[src/rtl/multicycle_ctrl_fsm_if.sv]
// Memory request/acknowledge bus between the multicycle controller and the
// shared memory port. master = controller, slave = memory.
interface multicycle_ctrl_fsm_if;
  logic mem_req;
  logic mem_we;
  logic adr_src;
  logic mem_ack;

  modport master (
    output mem_req,
    output mem_we,
    output adr_src,
    input  mem_ack
  );

  modport slave (
    input  mem_req,
    input  mem_we,
    input  adr_src,
    output mem_ack
  );
endinterface

[src/rtl/multicycle_ctrl_fsm.sv]
// Multicycle control unit: sequences fetch/decode/execute/memory/write-back
// over a shared datapath, one instruction at a time.
// Ports: clk, rst (sync, active-high); mem (req/we/adr_src/ack bus);
//   op_i, cond_pass_i from decoder; datapath strobes/muxes *_o;
//   retired_o pulse, illegal_o sticky fault, state_dbg_o state code.
// Optional: MCTRL_PERF_EN adds instr_count_o / cycle_count_o.
module multicycle_ctrl_fsm #(
  parameter int TIMEOUT_CYCLES = 16,
  parameter int CNT_W          = 16
) (
  input  logic                 clk,
  input  logic                 rst,
  multicycle_ctrl_fsm_if.master mem,
  input  logic [3:0]           op_i,
  input  logic                 cond_pass_i,
  output logic                 ir_write_o,
  output logic                 pc_write_o,
  output logic [1:0]           pc_src_o,
  output logic                 reg_write_o,
  output logic [1:0]           result_src_o,
  output logic                 alu_src_b_o,
  output logic [3:0]           alu_ctrl_o,
  output logic                 flag_write_o,
  output logic                 retired_o,
  output logic                 illegal_o,
  output logic [3:0]           state_dbg_o
`ifdef MCTRL_PERF_EN
  ,
  output logic [CNT_W-1:0]     instr_count_o,
  output logic [CNT_W-1:0]     cycle_count_o
`endif
);

  typedef enum logic [3:0] {
    S_FETCH  = 4'd0,
    S_DECODE = 4'd1,
    S_EXEC   = 4'd2,
    S_ALUWB  = 4'd3,
    S_MEMADR = 4'd4,
    S_MEMRD  = 4'd5,
    S_MEMWB  = 4'd6,
    S_MEMWR  = 4'd7,
    S_BRANCH = 4'd8,
    S_BXS    = 4'd9,
    S_FAULT  = 4'd10
  } state_e;

  localparam logic [3:0] OP_ADD = 4'b0001;
  localparam logic [3:0] OP_CMP = 4'b0101;
  localparam logic [3:0] OP_LDR = 4'b0111;
  localparam logic [3:0] OP_STR = 4'b1000;
  localparam logic [3:0] OP_B   = 4'b1001;
  localparam logic [3:0] OP_BX  = 4'b1010;

  // Wide enough to hold TIMEOUT_CYCLES itself.
  localparam int TW = $clog2(TIMEOUT_CYCLES + 2);

  state_e        state_q, state_d;
  logic [TW-1:0] tmo_q, tmo_d;
  logic          tmo_hit;
  logic [TW-1:0] tmo_inc;

  logic       req, we, adr;
  logic       irw, pcw, rw, bsrc, fw, ret, ill;
  logic [1:0] pcs, rsrc;
  logic [3:0] alu;

  assign tmo_hit = (TIMEOUT_CYCLES != 0) &&
                   (tmo_q == TW'(TIMEOUT_CYCLES));
  assign tmo_inc = (TIMEOUT_CYCLES == 0) ? '0 : tmo_q + 1'b1;

  always_ff @(posedge clk) begin
    if (rst) begin
      state_q <= S_FETCH;
      tmo_q   <= '0;
    end else begin
      state_q <= state_d;
      tmo_q   <= tmo_d;
    end
  end

  // Counter defaults to 0 so it is clear on every entry to a wait state;
  // it only advances while a wait state is held without ack.
  always_comb begin
    state_d = state_q;
    tmo_d   = '0;
    req     = 1'b0;
    we      = 1'b0;
    adr     = 1'b0;
    irw     = 1'b0;
    pcw     = 1'b0;
    pcs     = 2'b00;
    rw      = 1'b0;
    rsrc    = 2'b00;
    bsrc    = 1'b0;
    alu     = 4'b0000;
    fw      = 1'b0;
    ret     = 1'b0;
    ill     = 1'b0;
    unique case (state_q)
      S_FETCH: begin
        req = 1'b1;
        if (mem.mem_ack) begin
          irw     = 1'b1;
          pcw     = 1'b1;
          state_d = S_DECODE;
        end else if (tmo_hit) begin
          state_d = S_FAULT;
        end else begin
          tmo_d = tmo_inc;
        end
      end
      S_DECODE: begin
        if (op_i > OP_BX) begin
          state_d = S_FAULT;
        end else if (!cond_pass_i) begin
          ret     = 1'b1;
          state_d = S_FETCH;
        end else begin
          unique case (1'b1)
            (op_i == OP_LDR),
            (op_i == OP_STR): state_d = S_MEMADR;
            (op_i == OP_B):   state_d = S_BRANCH;
            (op_i == OP_BX):  state_d = S_BXS;
            default:          state_d = S_EXEC;
          endcase
        end
      end
      S_EXEC: begin
        alu = op_i;
        if (op_i == OP_CMP) begin
          fw      = 1'b1;
          ret     = 1'b1;
          state_d = S_FETCH;
        end else begin
          state_d = S_ALUWB;
        end
      end
      S_ALUWB: begin
        rw      = 1'b1;
        ret     = 1'b1;
        state_d = S_FETCH;
      end
      S_MEMADR: begin
        bsrc    = 1'b1;
        alu     = OP_ADD;
        state_d = (op_i == OP_LDR) ? S_MEMRD : S_MEMWR;
      end
      S_MEMRD: begin
        req = 1'b1;
        adr = 1'b1;
        if (mem.mem_ack) begin
          state_d = S_MEMWB;
        end else if (tmo_hit) begin
          state_d = S_FAULT;
        end else begin
          tmo_d = tmo_inc;
        end
      end
      S_MEMWB: begin
        rw      = 1'b1;
        rsrc    = 2'b01;
        ret     = 1'b1;
        state_d = S_FETCH;
      end
      S_MEMWR: begin
        req = 1'b1;
        we  = 1'b1;
        adr = 1'b1;
        if (mem.mem_ack) begin
          ret     = 1'b1;
          state_d = S_FETCH;
        end else if (tmo_hit) begin
          state_d = S_FAULT;
        end else begin
          tmo_d = tmo_inc;
        end
      end
      S_BRANCH: begin
        pcw     = 1'b1;
        pcs     = 2'b01;
        ret     = 1'b1;
        state_d = S_FETCH;
      end
      S_BXS: begin
        pcw     = 1'b1;
        pcs     = 2'b10;
        ret     = 1'b1;
        state_d = S_FETCH;
      end
      S_FAULT: begin
        ill = 1'b1;
      end
      default: begin
        state_d = S_FAULT;
      end
    endcase
  end

  // Reset blanks every output, including ack-qualified strobes.
  assign mem.mem_req   = req  & ~rst;
  assign mem.mem_we    = we   & ~rst;
  assign mem.adr_src   = adr  & ~rst;
  assign ir_write_o    = irw  & ~rst;
  assign pc_write_o    = pcw  & ~rst;
  assign pc_src_o      = rst ? 2'b00 : pcs;
  assign reg_write_o   = rw   & ~rst;
  assign result_src_o  = rst ? 2'b00 : rsrc;
  assign alu_src_b_o   = bsrc & ~rst;
  assign alu_ctrl_o    = rst ? 4'b0000 : alu;
  assign flag_write_o  = fw   & ~rst;
  assign retired_o     = ret  & ~rst;
  assign illegal_o     = ill  & ~rst;
  assign state_dbg_o   = rst ? 4'b0000 : state_q;

`ifdef MCTRL_PERF_EN
  logic [CNT_W-1:0] icnt_q, ccnt_q;

  always_ff @(posedge clk) begin
    if (rst) begin
      icnt_q <= '0;
      ccnt_q <= '0;
    end else begin
      if (ret) icnt_q <= icnt_q + 1'b1;
      if (state_q != S_FAULT) ccnt_q <= ccnt_q + 1'b1;
    end
  end

  assign instr_count_o = icnt_q;
  assign cycle_count_o = ccnt_q;
`else
  logic unused_perf;
  assign unused_perf = (CNT_W > 0);
`endif

endmodule
[src/flat_wrapper.sv]
// flat-port wrapper written by rule: the top's interface ports become plain ports
module multicycle_ctrl_fsm_flat 
#(
  parameter int TIMEOUT_CYCLES = 16,
  parameter int CNT_W          = 16
)
  (clk, rst, op_i, cond_pass_i, ir_write_o, pc_write_o, pc_src_o, reg_write_o, result_src_o, alu_src_b_o, alu_ctrl_o, flag_write_o, retired_o, illegal_o, state_dbg_o, mem_mem_req, mem_mem_we, mem_adr_src, mem_mem_ack);
  multicycle_ctrl_fsm_if mem_i ();
  input  logic clk;
  input  logic rst;
  input  logic [3:0] op_i;
  input  logic cond_pass_i;
  output logic ir_write_o;
  output logic pc_write_o;
  output logic [1:0] pc_src_o;
  output logic reg_write_o;
  output logic [1:0] result_src_o;
  output logic alu_src_b_o;
  output logic [3:0] alu_ctrl_o;
  output logic flag_write_o;
  output logic retired_o;
  output logic illegal_o;
  output logic [3:0] state_dbg_o;
  output wire logic [$bits(mem_i.mem_req)-1:0] mem_mem_req;
  output wire logic [$bits(mem_i.mem_we)-1:0] mem_mem_we;
  output wire logic [$bits(mem_i.adr_src)-1:0] mem_adr_src;
  input wire logic [$bits(mem_i.mem_ack)-1:0] mem_mem_ack;
  assign mem_mem_req = mem_i.mem_req;
  assign mem_mem_we = mem_i.mem_we;
  assign mem_adr_src = mem_i.adr_src;
  assign mem_i.mem_ack = mem_mem_ack;
  multicycle_ctrl_fsm #(.TIMEOUT_CYCLES(TIMEOUT_CYCLES), .CNT_W(CNT_W)) u_core (.clk(clk), .rst(rst), .mem(mem_i), .op_i(op_i), .cond_pass_i(cond_pass_i), .ir_write_o(ir_write_o), .pc_write_o(pc_write_o), .pc_src_o(pc_src_o), .reg_write_o(reg_write_o), .result_src_o(result_src_o), .alu_src_b_o(alu_src_b_o), .alu_ctrl_o(alu_ctrl_o), .flag_write_o(flag_write_o), .retired_o(retired_o), .illegal_o(illegal_o), .state_dbg_o(state_dbg_o));
endmodule
[config.mk]
export PLATFORM = sky130hd
export DESIGN_NAME = multicycle_ctrl_fsm_flat
export DESIGN_NICKNAME = d
export VERILOG_FILES = /design/src/rtl/multicycle_ctrl_fsm_if.sv /design/src/rtl/multicycle_ctrl_fsm.sv /design/src/flat_wrapper.sv
export SDC_FILE = /design/constraint.sdc
export NUM_CORES = 1
export LEC_CHECK = 0
export BUFFER_PORTS_ARGS = -buffer_cell sky130_fd_sc_hd__buf_2
export CAP_MARGIN = 20
export CORE_MARGIN = 3
export CORE_UTILIZATION = 52
export DETAILED_ROUTE_END_ITERATION = 8
export GPL_TIMING_DRIVEN = 0
export PLACE_DENSITY = 0.84
export SETUP_SLACK_MARGIN = 0.15
export SYNTH_ARGS = -nofsm -noshare
export SYNTH_HDL_FRONTEND = slang
export SYNTH_SLANG_ARGS = --single-unit
[constraint.sdc]
create_clock -name clk -period 2.3 [get_ports clk]
set_input_delay 0.575 -clock clk [delete_from_list [all_inputs] [get_ports clk]]
set_output_delay 0.575 -clock clk [all_outputs]
set_load 0.01 [all_outputs]
==> run summary <==
Dpl hpwl = 1780 um
Worst VDD drop = 0.422 mV
First-pass GRT wire length = 4970 um
Comb power frac = 41.5%
Post-Synthesis Cells = 116
Busiest grt layer = met2
Final Hold Fails = 0
Worst R2R Setup Slack = 0.06 ns
CTS HTree Levels = 1
Die height = 46.5 um
Syn nets = 126
Clock transition at path regs = 0.06 ns
GRT Total Usage = 33.6%
TNS Setup = 0 ns
WL per Instance = 25.1 um
Clock network power share = 26.1%
Nets = 183
Commonest non-fill, non-tap cell in the layout = buf_2
Post-synth EDFFs = 0
Initial core utilization = 60.3%
Crit Path Max Fanout = 2
Hold path cells = 1
Syn Area/Cell = 7.36 um^2
Die width = 46.5 um
Primary FF master, synth = dfxtp_1
CORE AREA = 1420 um^2
Power, Total = 0.000531 W
# diodes = 0
Status = complete, no violations
Worst setup margin = 0.0611 ns
RSZ-0062 raised after global routing = true
Worst skew pair latency = 0.29 ns
Crit Path Category = reg2reg
Max-slew violations = 0
Reg2reg end = u_core.state_q[1]
Synth warn = 0
Total die area = 2160 um^2
Met2 GRT Util = 48.6%
Row count = 13
Reg2Reg Depth = 13
Router iterations before antenna repair = 6
FF+latch area = 190 um^2
Async SR Flop Fraction = 0%
# IOs = 30
MaxCap Viol Count = 0
Endpoint of the worst hold path = u_core.tmo_q[0]
Remaining antenna violation count = 0
Tmin final = 2.24 ns
Clk root buf = clkbuf_4
Sequential area share after synthesis = 21.1%
DP Worst Slack = 0.0403 ns
Setup violators final = 0
Largest net degree at the start of global routing = 11
Fillers = 39
Count of input and output buffers = 27
# clock sinks = 9
Crit end category = flop
Met3 Use GR = 13.3%
Design area = 1340 um^2
Final Core Density = 95.0%
Critical Path Start = u_core.state_q[3]
CTS Buffer Depth = 2
Met1 Use GR = 41.1%
WP data arrival = 2.43 ns
Remaining global-route overflow = 0
Hold wc startpoint = u_core.tmo_q[0]
Vias in the first global route = 1028
Seq pwr share = 32.3%
Commonest cells after routing, fill and taps aside = buf_2 (28), buf_4 (20), nor2_1 (13)
CTS tree = built
Startpoint type of the worst setup path = flop
Clk_skew = 0.00269 ns
Post-synth cell types = 47
Seq cells post-synth = 9
Number of remaining DRC errors = 0
Area of the multi-input gates = 648 um^2
Max_slew headroom = 50.9%
Initial antenna violation count = 0
Pint = 0.000329 W
Tcrit/Tclk final = 97.3%
Share of layout cells above drive strength 1 = 48.8%
Tightest Pin Transition = 0.726 ns
DRT Wirelength = 4700 um
Sw Share = 38.0%
Worst Hold Class = reg2reg
Pwr dens = 395 nW/um^2
Critical R2R Launch = u_core.state_q[3]
Placed instance area = 1010 um^2
Via count = 1340
CTS buffer count = 3
Leakage power = 0.637 nW
Initial DRC Count = 149
Mapped cell area = 853 um^2
Req. time, crit path = 2.49 ns
Routability cong. = 0.887
Max frequency = 447 MHz
Vias per Instance = 7.17
Layout area overhead = 57.5%
Switching Power = 0.000202 W
==> cells by family after synthesis <==
logic type	Yosys count	synth area share, %
multiplexers	1	1.17
AO/OA/AOI/OAI	24	21.1
XOR/XNOR	5	5.13
other	1	0.439
adder cells (fa/ha/maj)	3	4.11
AND/OR/NAND/NOR	58	39.2
flip-flops	9	21.1
buffers and inverters	15	7.77
==> timing repair <==
action / CTS / global route
setup endpoints to repair: 4 / 10
hold endpoints to repair: 0 / 0
hold buffers: 0 / 0
cloned: 0 / 2
gates resized for setup: 20 / 16
buffers inserted: 12 / 11
pin swaps: 4 / 6
==> through the flow <==
stage / hold WS [ns] / cells
after floorplan: 0.430 / 116
after global placement: 0.450 / 158
after detailed placement: 0.469 / 158
after CTS: 0.485 / 174
after global routing: 0.518 / 187
final: 0.505 / 187
==> power groups by stage <==
stage / sequential [W] / combinational (W) / clock, W
final: 0.000172 / 0.000221 / 0.000139
after floorplan: 0.000170 / 0.0000874 / 0
after global routing: 0.000172 / 0.000227 / 0.000148
after global placement: 0.000172 / 0.000123 / 0
after detailed placement: 0.000173 / 0.000126 / 0
after CTS: 0.000168 / 0.000158 / 0.000131
==> per-layer routing <==
| metal | part of all wire (%) | vias up |
|---|---|---|
| li1 | - | 529 |
| met1 | 34 | 578 |
| met2 | 42 | 181 |
| met3 | 16 | 52 |
| met4 | 7.8 | 0 |
| met5 | 0 | - |
==> sequential cells by signal, summed over array words and instances, names as in the netlist <==
name            cells
u_core.state_q      4
u_core.tmo_q        5
==> worst max-delay path: stages, from the launching register on <==
cell and delay (ns):
dfxtp_4 0.36, buf_8 0.12, nor2_4 0.11, nand3b_1 0.11, buf_4 0.15, buf_4 0.13
buf_4 0.12, buf_4 0.12, buf_6 0.11, buf_6 0.11, buf_6 0.10, buf_4 0.12
a311o_1 0.27, a31oi_1 0.21
==> how the worst max path moves through the flow <==
stage / end / slack (ns)
final: u_core.state_q[1] / 0.06
after global routing: flag_write_o / -0.18
after CTS: pc_src_o[1] / 0.15
after detailed placement: retired_o / 0.04
after global placement: retired_o / 0.12
after floorplan: retired_o / 0.28
==> final cells by class <==
| class | count | area share (%) |
|---|---|---|
| multi-input combinational | 92 | 48.2 |
| buffer | 8 | 5.96 |
| tap | 15 | 1.40 |
| timing repair buffer | 52 | 26.3 |
| inverter | 7 | 1.96 |
| sequential | 9 | 14.2 |
| clock inverter | 1 | 0.372 |
| clock buffer | 3 | 1.68 |
==> cell usage after synthesis, types with 2 or more instances <==
| cell | number | share of area, % |
|---|---|---|
| and2_1 | 2 | 1.5 |
| dfxtp_1 | 9 | 21 |
| nand3b_1 | 2 | 1.8 |
| buf_2 | 5 | 2.9 |
| a21oi_1 | 6 | 3.5 |
| ha_1 | 2 | 2.9 |
| and3_1 | 3 | 2.2 |
| nor2b_1 | 5 | 3.7 |
| nor3_1 | 5 | 2.9 |
| clkbuf_1 | 2 | 0.88 |
| o21bai_1 | 2 | 1.8 |
| nand3_1 | 4 | 2.3 |
| inv_1 | 7 | 3.1 |
| nand2_1 | 3 | 1.3 |
| xnor2_1 | 2 | 2.1 |
| a32oi_1 | 2 | 2.1 |
| nand2b_1 | 6 | 4.4 |
| xor2_1 | 3 | 3.1 |
| o21ai_0 | 3 | 1.8 |
| nand4_1 | 2 | 1.5 |
| nor2_1 | 15 | 6.6 |
No activity file was read; power rests on OpenSTA's default activity.
